==> config.mk <==
export PLATFORM = sky130hd
export DESIGN_NAME = phy_slot_sequencer
export DESIGN_NICKNAME = d
export VERILOG_FILES = /design/src/rtl/phy_slot_sequencer.sv
export SDC_FILE = /design/constraint.sdc
export NUM_CORES = 1
export LEC_CHECK = 0
export CAP_MARGIN = 10
export CORE_MARGIN = 2
export CORE_UTILIZATION = 55
export CTS_BUF_LIST = sky130_fd_sc_hd__clkbuf_4 sky130_fd_sc_hd__clkbuf_8 sky130_fd_sc_hd__clkbuf_16
export CTS_CLUSTER_DIAMETER = 80
export DETAILED_ROUTE_END_ITERATION = 16
export GPL_TIMING_DRIVEN = 0
export HOLD_SLACK_MARGIN = 0.06
export PLACE_DENSITY = 0.87
export SYNTH_ARGS = -nofsm -noshare
export SYNTH_HDL_FRONTEND = slang
export SYNTH_SLANG_ARGS = --single-unit
==> constraint.sdc <==
create_clock -name clk -period 3.6 [get_ports clk]
set_input_delay 0.72 -clock clk [delete_from_list [all_inputs] [get_ports clk]]
set_output_delay 0.72 -clock clk [all_outputs]
set_load 0.05 [all_outputs]
==> src/rtl/phy_slot_sequencer.sv <==
// Frame/slot scheduler for one phy_channel: sync, guard gap, four virtual-channel slots, complete strobe.
// Optional SLOT_SKIP_EN: slots whose shadow data_len is zero take no cycles at all.
module phy_slot_sequencer #(
  parameter int GUARD_TICKS = 2,
  parameter int TICK_W      = 16
) (
  input  logic              clk,
  input  logic              rst_n,
  input  logic              i_trig,
  input  logic              i_abort,
  input  logic              i_cfg_wr,
  input  logic [2:0]        i_cfg_addr,
  input  logic [TICK_W-1:0] i_cfg_data,
  output logic              o_sync,
  output logic              o_slot_sync,
  output logic [1:0]        o_wr_vchn,
  output logic [7:0]        o_data_len,
  output logic [3:0]        o_ch_mask,
  output logic              o_complite,
  output logic              o_busy,
  output logic              o_overrun
);

  typedef enum logic [2:0] {IDLE, SYNC, GUARD, SLOT, DONE} state_e;

  state_e            state_q, state_d;
  logic [1:0]        vch_q, vch_d;
  logic [TICK_W-1:0] cnt_q, cnt_d;
  logic              first_q, first_d;
  logic              overrun_q, overrun_d;

  logic [TICK_W-1:0] ticks_q [4];
  logic [TICK_W-1:0] ticks_sh_q [4];
  logic [7:0]        len_q [4];
  logic [7:0]        len_sh_q [4];

  logic [3:0]        skip;
  logic [2:0]        searchFrom;
  logic              nxtFound;
  logic [1:0]        nxtIdx;
  logic [TICK_W-1:0] tickLoad;

  // Live regs take host writes any time; shadows freeze them for the frame on entry to SYNC.
  always_ff @(posedge clk or negedge rst_n) begin
    if (!rst_n) begin
      for (int i = 0; i < 4; i++) begin
        ticks_q[i]    <= '0;
        ticks_sh_q[i] <= '0;
        len_q[i]      <= '0;
        len_sh_q[i]   <= '0;
      end
    end else begin
      if (i_cfg_wr) begin
        if (i_cfg_addr[2]) len_q[i_cfg_addr[1:0]]   <= i_cfg_data[7:0];
        else               ticks_q[i_cfg_addr[1:0]] <= i_cfg_data;
      end
      if (state_d == SYNC) begin
        for (int i = 0; i < 4; i++) begin
          ticks_sh_q[i] <= ticks_q[i];
          len_sh_q[i]   <= len_q[i];
        end
      end
    end
  end

  always_comb begin
    for (int i = 0; i < 4; i++) begin
`ifdef SLOT_SKIP_EN
      skip[i] = (len_sh_q[i] == 8'd0);
`else
      skip[i] = 1'b0;
`endif
    end
  end

  // Lowest non-skipped slot at or after searchFrom; none found means the frame is finished.
  always_comb begin
    searchFrom = (state_q == SLOT) ? ({1'b0, vch_q} + 3'd1) : 3'd0;
    nxtFound   = 1'b0;
    nxtIdx     = 2'd0;
    for (int i = 3; i >= 0; i--) begin
      if ((3'(i) >= searchFrom) && !skip[i]) begin
        nxtFound = 1'b1;
        nxtIdx   = 2'(i);
      end
    end
    tickLoad = (ticks_sh_q[nxtIdx] == '0) ? '0 : ticks_sh_q[nxtIdx] - TICK_W'(1);
  end

  always_comb begin
    state_d   = state_q;
    vch_d     = vch_q;
    cnt_d     = cnt_q;
    first_d   = 1'b0;
    overrun_d = i_trig && (state_q != IDLE) && !i_abort;
    case (state_q)
      IDLE: if (i_trig) state_d = SYNC;
      SYNC: begin
        state_d = GUARD;
        cnt_d   = TICK_W'(GUARD_TICKS - 1);
      end
      GUARD, SLOT: begin
        if (cnt_q != '0) begin
          cnt_d = cnt_q - TICK_W'(1);
        end else if (nxtFound) begin
          state_d = SLOT;
          vch_d   = nxtIdx;
          cnt_d   = tickLoad;
          first_d = 1'b1;
        end else begin
          state_d = DONE;
        end
      end
      DONE:    state_d = IDLE;
      default: state_d = IDLE;
    endcase
    if (i_abort) begin
      state_d = IDLE;
      first_d = 1'b0;
    end
  end

  always_ff @(posedge clk or negedge rst_n) begin
    if (!rst_n) begin
      state_q   <= IDLE;
      vch_q     <= 2'd0;
      cnt_q     <= '0;
      first_q   <= 1'b0;
      overrun_q <= 1'b0;
    end else begin
      state_q   <= state_d;
      vch_q     <= vch_d;
      cnt_q     <= cnt_d;
      first_q   <= first_d;
      overrun_q <= overrun_d;
    end
  end

  always_comb begin
    o_sync      = (state_q == SYNC);
    o_slot_sync = (state_q == SLOT) && first_q;
    o_complite  = (state_q == DONE);
    o_busy      = (state_q != IDLE);
    o_overrun   = overrun_q;
    o_wr_vchn   = (state_q == SLOT) ? vch_q : 2'd0;
    o_data_len  = (state_q == SLOT) ? len_sh_q[vch_q] : 8'd0;
    o_ch_mask   = (state_q == SLOT) ? (4'b0001 << vch_q) : 4'b0000;
  end

endmodule

==> flow_summary.toml, run 1 <==
[detailed_routing]
antenna_left = 0
wl_per_cell_um = 21.63
via_per_inst = 6.262
drtIter0Drc = 630
vias = 6588
drcViolationCount = 0
firstDrtPassIters = 5
drt_wl_total_um = 22750

[clock_network]
hold_buffers = 0
cts.sinks = 215
clk_pin_slew_ns = 0.06
clk_path_buf_depth = 3
cts_tree = "yes"
insertion_delay_ns = 0.50
cts_htree_levels = 1
root_buffer = "clkbuf_16"
cts_buffers = 22

[cells_and_area]
n_fill_cell = 1206
fin_area_um2 = 11400
n_antenna_cell = 0
area_growth_pct = 15.29
layout-drive-gt1-share_pct = 33.78
fin_nets = 839

[synth]
synthTopCellsByArea = "dfrtp_1, mux2_2, mux4_2"
synth_area_per_cell_um2 = 13.31
yosysMostFrequentCell = "dfrtp_1"
ys_seq_area_share_pct = 54.41
synth_edf_count = 0
yosys_warnings = 0
synth_area_um2 = 9888
yosysTopAreaCell = "dfrtp_1"
ys_seq_elements = 215
synthFlopType = "dfrtp_1"
ys_types = 66
synth_nets = 774
synthTopCellsByCount = "dfrtp_1, mux2_2, nor2_1, clkbuf_1"
syn_inst = 743
netlist.area_leader.share_pct = 54.41
ys_async_sr_fraction_pct = 100.0

[floorplan]
die_width_um = 138.1
num_rows = 49
initial_core_util_pct = 55.62
core_area_um2 = 17780
die-area_um2 = 19070
die_y_um = 138.1
io_pins = 43

[timing]
fmax_mhz = 282.5
drv_slew = 0
maxSlewHeadroom_pct = 17.96
period_needed_ns = 3.539
hold_violations = 0
fin_hold_ws_ns = 0.2873
tightest_slew_ns = 1.228
setup_viol = 0
finalCritPeriodShare_pct = 98.31
fin_skew_ns = 0.01128

[worst_setup_path]
end_kind = "flip-flop"
cpPeakStageDelay_ns = 0.63
cp-endpoint = "cnt_q[0]"
rrSetupSlack_ns = 0.06
reg2reg_depth = 12
path_cells = "ha_2 -> and4bb_1 -> buf_6 -> buf_8 -> buf_6 -> a2bb2oi_1 -> o221ai_2 -> ha_2 -> nand4_4 -> or4_4 -> a2111oi_4 -> a311oi_1"
crit_cells = 12
cp_max_fo = 10
arrival_ns = 3.89
slowest_stage = "or4_4"
crit_required_ns = 3.96
critical_path.top_delay_family = "simple AND/OR/NAND/NOR gates"
r2r_start = "vch_q[0]"
criticalPathCategory = "flip-flop to flip-flop"
path_buf_inv = 3
r2r_end = "cnt_q[0]"
cp-startpoint = "vch_q[0]"
critPathLaunchType = "flip-flop"

[power]
p_leak_nw = 4.838
max-vdd-ir-drop_mv = 0.4124
power_density_nw_per_um2 = 797.4

[global_routing]
antenna_found_initial = 0
grt_use_total_pct = 23.75
grt_max_degree = 117
grt_pass1_vias = 6930
grt_pass1_wl_um = 36690
grt-ovfl-total = 0

[run]
maxCapViolations = 0

[placement]
place_area_um2 = 10590
place_congestion = 0.8951
hpwl_um = 14550
port_buffers = 38

[run_status]
outcome = "finished clean"

[min_path]
hold_path_class = "input pin to async pin"
[layout by cell type, fill, tap and decap left out, types with 5 or more instances in the layout]
cell type,count
nor3b_1,5
xor2_1,7
xnor2_1,5
nor2b_1,5
nand3_1,15
mux2_2,180
nand2_1,15
buf_6,6
nor4_1,12
nor3_1,13
buf_4,6
nand2b_1,7
inv_1,10
clkbuf_1,16
buf_1,5
o21ai_0,15
o21ai_1,7
clkdlybuf4s50_1,27
buf_2,13
nor2_1,36
mux4_2,8
clkbuf_4,7
nand4b_1,5
mux2i_1,13
a21oi_1,12
a2bb2oi_1,7
mux2_1,13
clkbuf_16,23
dfrtp_1,215
and3_1,15
[routing by layer]
| layer | vias up | track usage, % | share of wire [%] |
|---|---|---|---|
| met5 | - | 0 | 0 |
| met3 | 51 | 3.983 | 5.7 |
| met4 | 0 | 8.271 | 2.7 |
| met2 | 260 | 39.24 | 49 |
| li1 | 2896 | - | - |
| met1 | 3381 | 32.21 | 42 |
[final cells by class]
class                      count  area, um2  area share, %
multi-input combinational    475       4288          37.61
buffer                        41      264.0          2.316
clock buffer                  31      654.4          5.740
sequential                   215       5380          47.20
inverter                      11      43.79         0.3842
tap                          229      286.5          2.513
timing repair buffer          42      387.9          3.402
clock inverter                 8      95.09         0.8342
[logic make-up after synthesis]
logic type / share of synthesized area [%]
buffers and inverters: 2.695
AND/OR/NAND/NOR: 8.693
flip-flops: 54.41
adder cells (fa/ha/maj): 0.8857
multiplexers: 25.12
XOR/XNOR: 1.063
AO/OA/AOI/OAI: 7.136
[metrics by stage]
step | worst slack, ns | std cells | TNS, ns | util [%] | total power, mW
after floorplan | 0.07233 | 743 | 0 | - | 5.791
after global placement | -6.953 | 1010 | -1504.27 | 59.37 | 6.431
after detailed placement | -0.8810 | 1012 | -15.62 | 59.58 | 6.588
after CTS | 0.01502 | 1051 | 0 | 63.92 | 9.029
after global routing | -0.04203 | 1052 | -0.04203 | 64.12 | 9.535
final | 0.06072 | 1052 | 0 | 64.12 | 9.090
[state kept, by name, summed over array words and instances (netlist names)]
name        count
state_q         3
len_q          32
cnt_q          16
ticks_sh_q     64
first_q         1
len_sh_q       32
ticks_q        64
o_overrun       1
vch_q           2
[worst min path at each step]
stage / cells after the start / endpoint / startpoint / slack, ns
2_1_floorplan: 0 / cnt_q[0] / rst_n / 0.42
3_3_place_gp: 1 / len_sh_q[16] / len_q[16] / 0.46
3_5_place_dp: 1 / len_sh_q[13] / len_q[13] / 0.47
4_1_cts: 1 / len_sh_q[20] / rst_n / 0.30
5_1_grt: 1 / len_sh_q[20] / rst_n / 0.32
6_report: 1 / len_sh_q[4] / rst_n / 0.29
[power breakdown]
group | switching (mW) | internal, mW | leakage [nW] | total, mW
Sequential | 0.548 | 3.27 | 2.63 | 3.82
Combinational | 1.51 | 1.43 | 1.84 | 2.95
Clock | 0.914 | 1.41 | 0.372 | 2.33
Total | 2.98 | 6.11 | 4.84 | 9.09
[repair_timing]
| action | CTS | global route |
|---|---|---|
| endpoints found under the hold margin | 0 | 0 |
| setup endpoints to repair | 27 | 50 |
| buffers inserted | 1 | 0 |
| gates resized for setup | 58 | 9 |
| pin swaps | 1 | 1 |
Power figures use the tool's default switching activity.
==> run 2, diff against run 1 <==
--- a/config.mk
+++ b/config.mk
@@ -14,6 +14,7 @@
 export GPL_TIMING_DRIVEN = 0
 export HOLD_SLACK_MARGIN = 0.06
 export PLACE_DENSITY = 0.87
+export RECOVER_POWER = 100
 export SYNTH_ARGS = -nofsm -noshare
 export SYNTH_HDL_FRONTEND = slang
 export SYNTH_SLANG_ARGS = --single-unit
==> flow_summary.toml, run 2 (synthesis results as in run 1) <==
[placement]
place_area_um2 = 10590
dp.cells = 1012
port_buffers = 38
place_congestion = 0.8951
hpwl_um = 14550

[clock_network]
root_buffer = "clkbuf_16"
cts_htree_levels = 1
clk_path_buf_depth = 3
clk_pin_slew_ns = 0.06
insertion_delay_ns = 0.50
cts_tree = "yes"
cts_buffers = 22
cts.sinks = 215

[cells_and_area]
largestRegisters = "ticks_q: 64 flops, ticks_sh_q: 64 flops"
multiInputGateArea_um2 = 4288
layout-drive-gt1-share_pct = 33.29
n_antenna_cell = 0
area_growth_pct = 15.15
fin_area_um2 = 11390
mostFrequentLayoutCells = "dfrtp_1, mux2_2, nor2_1"
regArea_um2 = 5380
final_cells = 1052
n_fill_cell = 1210
fin_nets = 839
layout_commonest_cell = "dfrtp_1"

[worst_setup_path]
arrival_ns = 3.91
reg2reg_depth = 12
slowest_stage = "or4_4"
cp_max_fo = 10
criticalPathCategory = "flip-flop to flip-flop"
r2r_end = "cnt_q[0]"
end_kind = "flip-flop"
path_cells = "ha_2 -> and4bb_1 -> buf_6 -> buf_8 -> buf_6 -> a2bb2oi_1 -> o221ai_2 -> ha_2 -> nand4_4 -> or4_4 -> a2111oi_4 -> a311oi_1"
rrSetupSlack_ns = 0.05
cpPeakStageDelay_ns = 0.63
r2r_start = "vch_q[0]"
crit_required_ns = 3.96
critPathLaunchType = "flip-flop"

[power]
power_mw = 9.090
p_leak_nw = 4.828
max-vdd-ir-drop_mv = 0.4142
power_density_nw_per_um2 = 798.4

[floorplan]
die_width_um = 138.1
core_area_um2 = 17780
num_rows = 49
io_pins = 43
die_y_um = 138.1
die-area_um2 = 19070
initial_core_util_pct = 55.62

[min_path]
worstHoldEndpoint = "len_sh_q[17]"
min-delay-start = "len_q[17]"
hold_path_class = "flip-flop to flip-flop"
min_path_cells = 1

[run_status]
outcome = "finished, violations left"
failed_checks = "max-capacitance violations, max-slew violations"

[timing]
finalCritPeriodShare_pct = 98.73
setup_viol = 0
hold_violations = 0
fmax_mhz = 281.3
tightest_slew_ns = 2.541
period_needed_ns = 3.554
drv_slew = 100
maxSlewHeadroom_pct = -69.39
fin_skew_ns = 0.01035

[detailed_routing]
drtIter0Drc = 629
antenna_left = 0
firstDrtPassIters = 7
via_per_inst = 6.266
vias = 6592
wl_per_cell_um = 21.67
drt_wl_total_um = 22800
drcViolationCount = 0

[global_routing]
grt_pass1_wl_um = 36690
grt_pass1_vias = 6930
antenna_found_initial = 0
grt_max_degree = 117
grt_use_total_pct = 23.75
grt-ovfl-total = 0

[run]
maxCapViolations = 1
-- run 2: how the worst max path moves through the flow --
| stage | depth (start not counted) | end | slack [ns] | start |
|---|---|---|---|---|
| after global routing | 12 | cnt_q[0] | -0.04 | vch_q[0] |
| final | 12 | cnt_q[0] | 0.05 | vch_q[0] |
| after floorplan | 13 | cnt_q[0] | 0.07 | vch_q[0] |
| after detailed placement | 14 | cnt_q[14] | -0.88 | vch_q[0] |
| after global placement | 1 | ticks_q[41] | -6.95 | rst_n |
| after CTS | 12 | cnt_q[0] | 0.02 | vch_q[0] |
-- run 2: power by group --
group / internal (mW) / leakage (nW) / switching (mW) / total [mW]
registers: 3.27 / 2.63 / 0.549 / 3.82
logic: 1.43 / 1.83 / 1.52 / 2.95
clock network: 1.41 / 0.372 / 0.913 / 2.33
-- run 2: layout make-up --
| type | instances | share of cell area, % |
|---|---|---|
| Sequential cell | 215 | 47.25 |
| Multi-Input combinational cell | 475 | 37.66 |
| Clock buffer | 31 | 5.747 |
| Timing Repair Buffer | 42 | 3.297 |
| Tap cell | 229 | 2.516 |
| Buffer | 41 | 2.308 |
| Clock inverter | 8 | 0.8352 |
| Inverter | 11 | 0.3846 |
-- run 2: per-stage QoR --
step / utilization (%) / setup TNS (ns) / setup slack [ns] / hold slack (ns)
2_1_floorplan: - / 0 / 0.07233 / 0.4244
3_3_place_gp: 59.37 / -1504.27 / -6.953 / 0.4590
3_5_place_dp: 59.58 / -15.62 / -0.8810 / 0.4702
4_1_cts: 63.92 / 0 / 0.01502 / 0.3019
5_1_grt: 64.04 / -0.3163 / -0.04203 / 0.5092
6_report: 64.04 / 0 / 0.04567 / 0.4814
-- run 2: repair_timing --
action,CTS,global route
hold buffers,0,0
pin swaps,1,1
setup buffers,1,0
setup endpoints to repair,27,50
gates resized for setup,58,9
-- run 2: per-layer routing --
layer / routed length [um] / global-route usage [%]
met1: 9614 / 32.21
met2: 11250 / 39.24
met3: 1371 / 3.983
met4: 559 / 8.271
met5: 0 / 0
-- run 2: critical path: cells and delay by family, from the launching register on --
kind / cells / cell delay (ns)
simple gates: 3 / 1.10
compound gates: 4 / 0.85
fa+ha+maj: 2 / 0.56
buf+inv: 3 / 0.48
flops: 1 / 0.41
==> run 3, diff against run 2 <==
--- a/config.mk
+++ b/config.mk
@@ -15,6 +15,7 @@
 export HOLD_SLACK_MARGIN = 0.06
 export PLACE_DENSITY = 0.87
 export RECOVER_POWER = 100
+export SETUP_SLACK_MARGIN = 0.02
 export SYNTH_ARGS = -nofsm -noshare
 export SYNTH_HDL_FRONTEND = slang
 export SYNTH_SLANG_ARGS = --single-unit
==> flow_summary.toml, run 3 (synthesis results as in run 1) <==
[run_status]
outcome = "finished, violations left"
failed_checks = "max-capacitance violations, max-slew violations"

[floorplan]
core_area_um2 = 17780
num_rows = 49
die_y_um = 138.1
initial_core_util_pct = 55.62
die_width_um = 138.1
die-area_um2 = 19070
io_pins = 43

[clock_network]
clk_path_buf_depth = 3
cts_buffers = 22
insertion_delay_ns = 0.50
cts_tree = "yes"
root_buffer = "clkbuf_16"
clk_pin_slew_ns = 0.06
cts.sinks = 215
cts_htree_levels = 1

[worst_setup_path]
path_cells = "ha_2 -> and4bb_1 -> buf_6 -> buf_8 -> buf_6 -> a2bb2oi_1 -> o221ai_2 -> ha_2 -> nand4_4 -> or4_4 -> a2111oi_4 -> a311oi_1"
rrSetupSlack_ns = 0.07
reg2reg_depth = 12
critPathLaunchType = "flip-flop"
criticalPathCategory = "flip-flop to flip-flop"
slowest_stage = "or4_4"
cp_max_fo = 10
crit_required_ns = 3.96
arrival_ns = 3.89
end_kind = "flip-flop"
cpPeakStageDelay_ns = 0.57

[detailed_routing]
vias = 6588
wl_per_cell_um = 21.75
drcViolationCount = 0
via_per_inst = 6.262
drtIter0Drc = 570
drt_wl_total_um = 22880
firstDrtPassIters = 5
antenna_left = 0

[timing]
hold_violations = 0
drv_slew = 100
finalCritPeriodShare_pct = 98.14
fin_tns_setup_ns = 0
fmax_mhz = 283.0
setup_viol = 0
rsz0062_at_grt = "true"
tightest_slew_ns = 2.540
maxSlewHeadroom_pct = -69.31
fin_skew_ns = 0.008598
period_needed_ns = 3.533

[power]
max-vdd-ir-drop_mv = 0.4133
p_leak_nw = 4.842
power_density_nw_per_um2 = 798.6
power_mw = 9.094

[global_routing]
grt_max_degree = 117
grt_pass1_wl_um = 36690
antenna_found_initial = 0
grt_pass1_vias = 6928
grt_use_total_pct = 23.75
grt-ovfl-total = 0

[placement]
place_area_um2 = 10590
hpwl_um = 14550
port_buffers = 38
place_congestion = 0.8951

[cells_and_area]
area_growth_pct = 15.16
n_antenna_cell = 0
fin_util_pct = 64.05
layout-drive-gt1-share_pct = 33.29
regArea_um2 = 5380
n_fill_cell = 1205
fin_nets = 839
largestRegisters = "ticks_q: 64 flops, ticks_sh_q: 64 flops"
mostFrequentLayoutCells = "dfrtp_1, mux2_2, nor2_1"
layout_commonest_cell = "dfrtp_1"
multiInputGateArea_um2 = 4288
fin_area_um2 = 11390

[min_path]
hold_path_class = "flip-flop to flip-flop"
min_path_cells = 1

[run]
maxCapViolations = 1
run 3: metal layers:
layer / up-vias / track usage (%) / wire [um]
met4: 0 / 8.271 / 578
met1: 3399 / 32.21 / 9717
met2: 251 / 39.24 / 11380
met3: 48 / 3.983 / 1213
li1: 2890 / - / -
met5: - / 0 / 0
run 3: final cells by class:
type	instances	area share, %
Sequential cell	215	47.25
Multi-Input combinational cell	475	37.66
Clock buffer	31	5.747
Timing Repair Buffer	42	3.296
Tap cell	229	2.516
Buffer	41	2.318
Clock inverter	8	0.8351
Inverter	11	0.3846
run 3: critical path: cells and delay by family, from the launching register on:
kind                     cells  cell delay, ns
AND/OR/NAND/NOR              3            1.06
AO/OA/AOI/OAI                4            0.87
adder cells (fa/ha/maj)      2            0.56
buffers and inverters        3            0.49
flip-flops                   1            0.41
run 3: path summary, 6_finish.rpt:
check | startpoint | to
min | len_q[17] | len_sh_q[17]
min reg2reg | len_q[17] | len_sh_q[17]
min in group asynchronous | rst_n | len_sh_q[4]
max reg2reg | vch_q[0] | cnt_q[0]
max | vch_q[0] | cnt_q[0]
max in group asynchronous | rst_n | ticks_q[44]
run 3: what timing repair did:
| item | 4_1_cts | 5_1_grt |
|---|---|---|
| endpoints found under the setup margin | 27 | 68 |
| endpoints found under the hold margin | 0 | 0 |
| pin swaps | 2 | 4 |
| gates resized for setup | 58 | 10 |
| hold buffers | 0 | 0 |
| setup buffers | 1 | 0 |
run 3: stage by stage:
stage                     setup slack [ns]  instances  hold WS [ns]
after floorplan                    0.07233        743        0.4244
final                              0.06699       1052        0.4845
after global routing              -0.03704       1052        0.5092
after detailed placement           -0.8810       1012        0.4702
after CTS                          0.03606       1051        0.3019
after global placement              -6.953       1010        0.4590
run 3: report_power, final:
group / switching, mW / leakage, nW / internal (mW)
Clock: 0.913 / 0.372 / 1.41
Combinational: 1.52 / 1.84 / 1.43
Sequential: 0.550 / 2.63 / 3.27
Total: 2.98 / 4.84 / 6.11
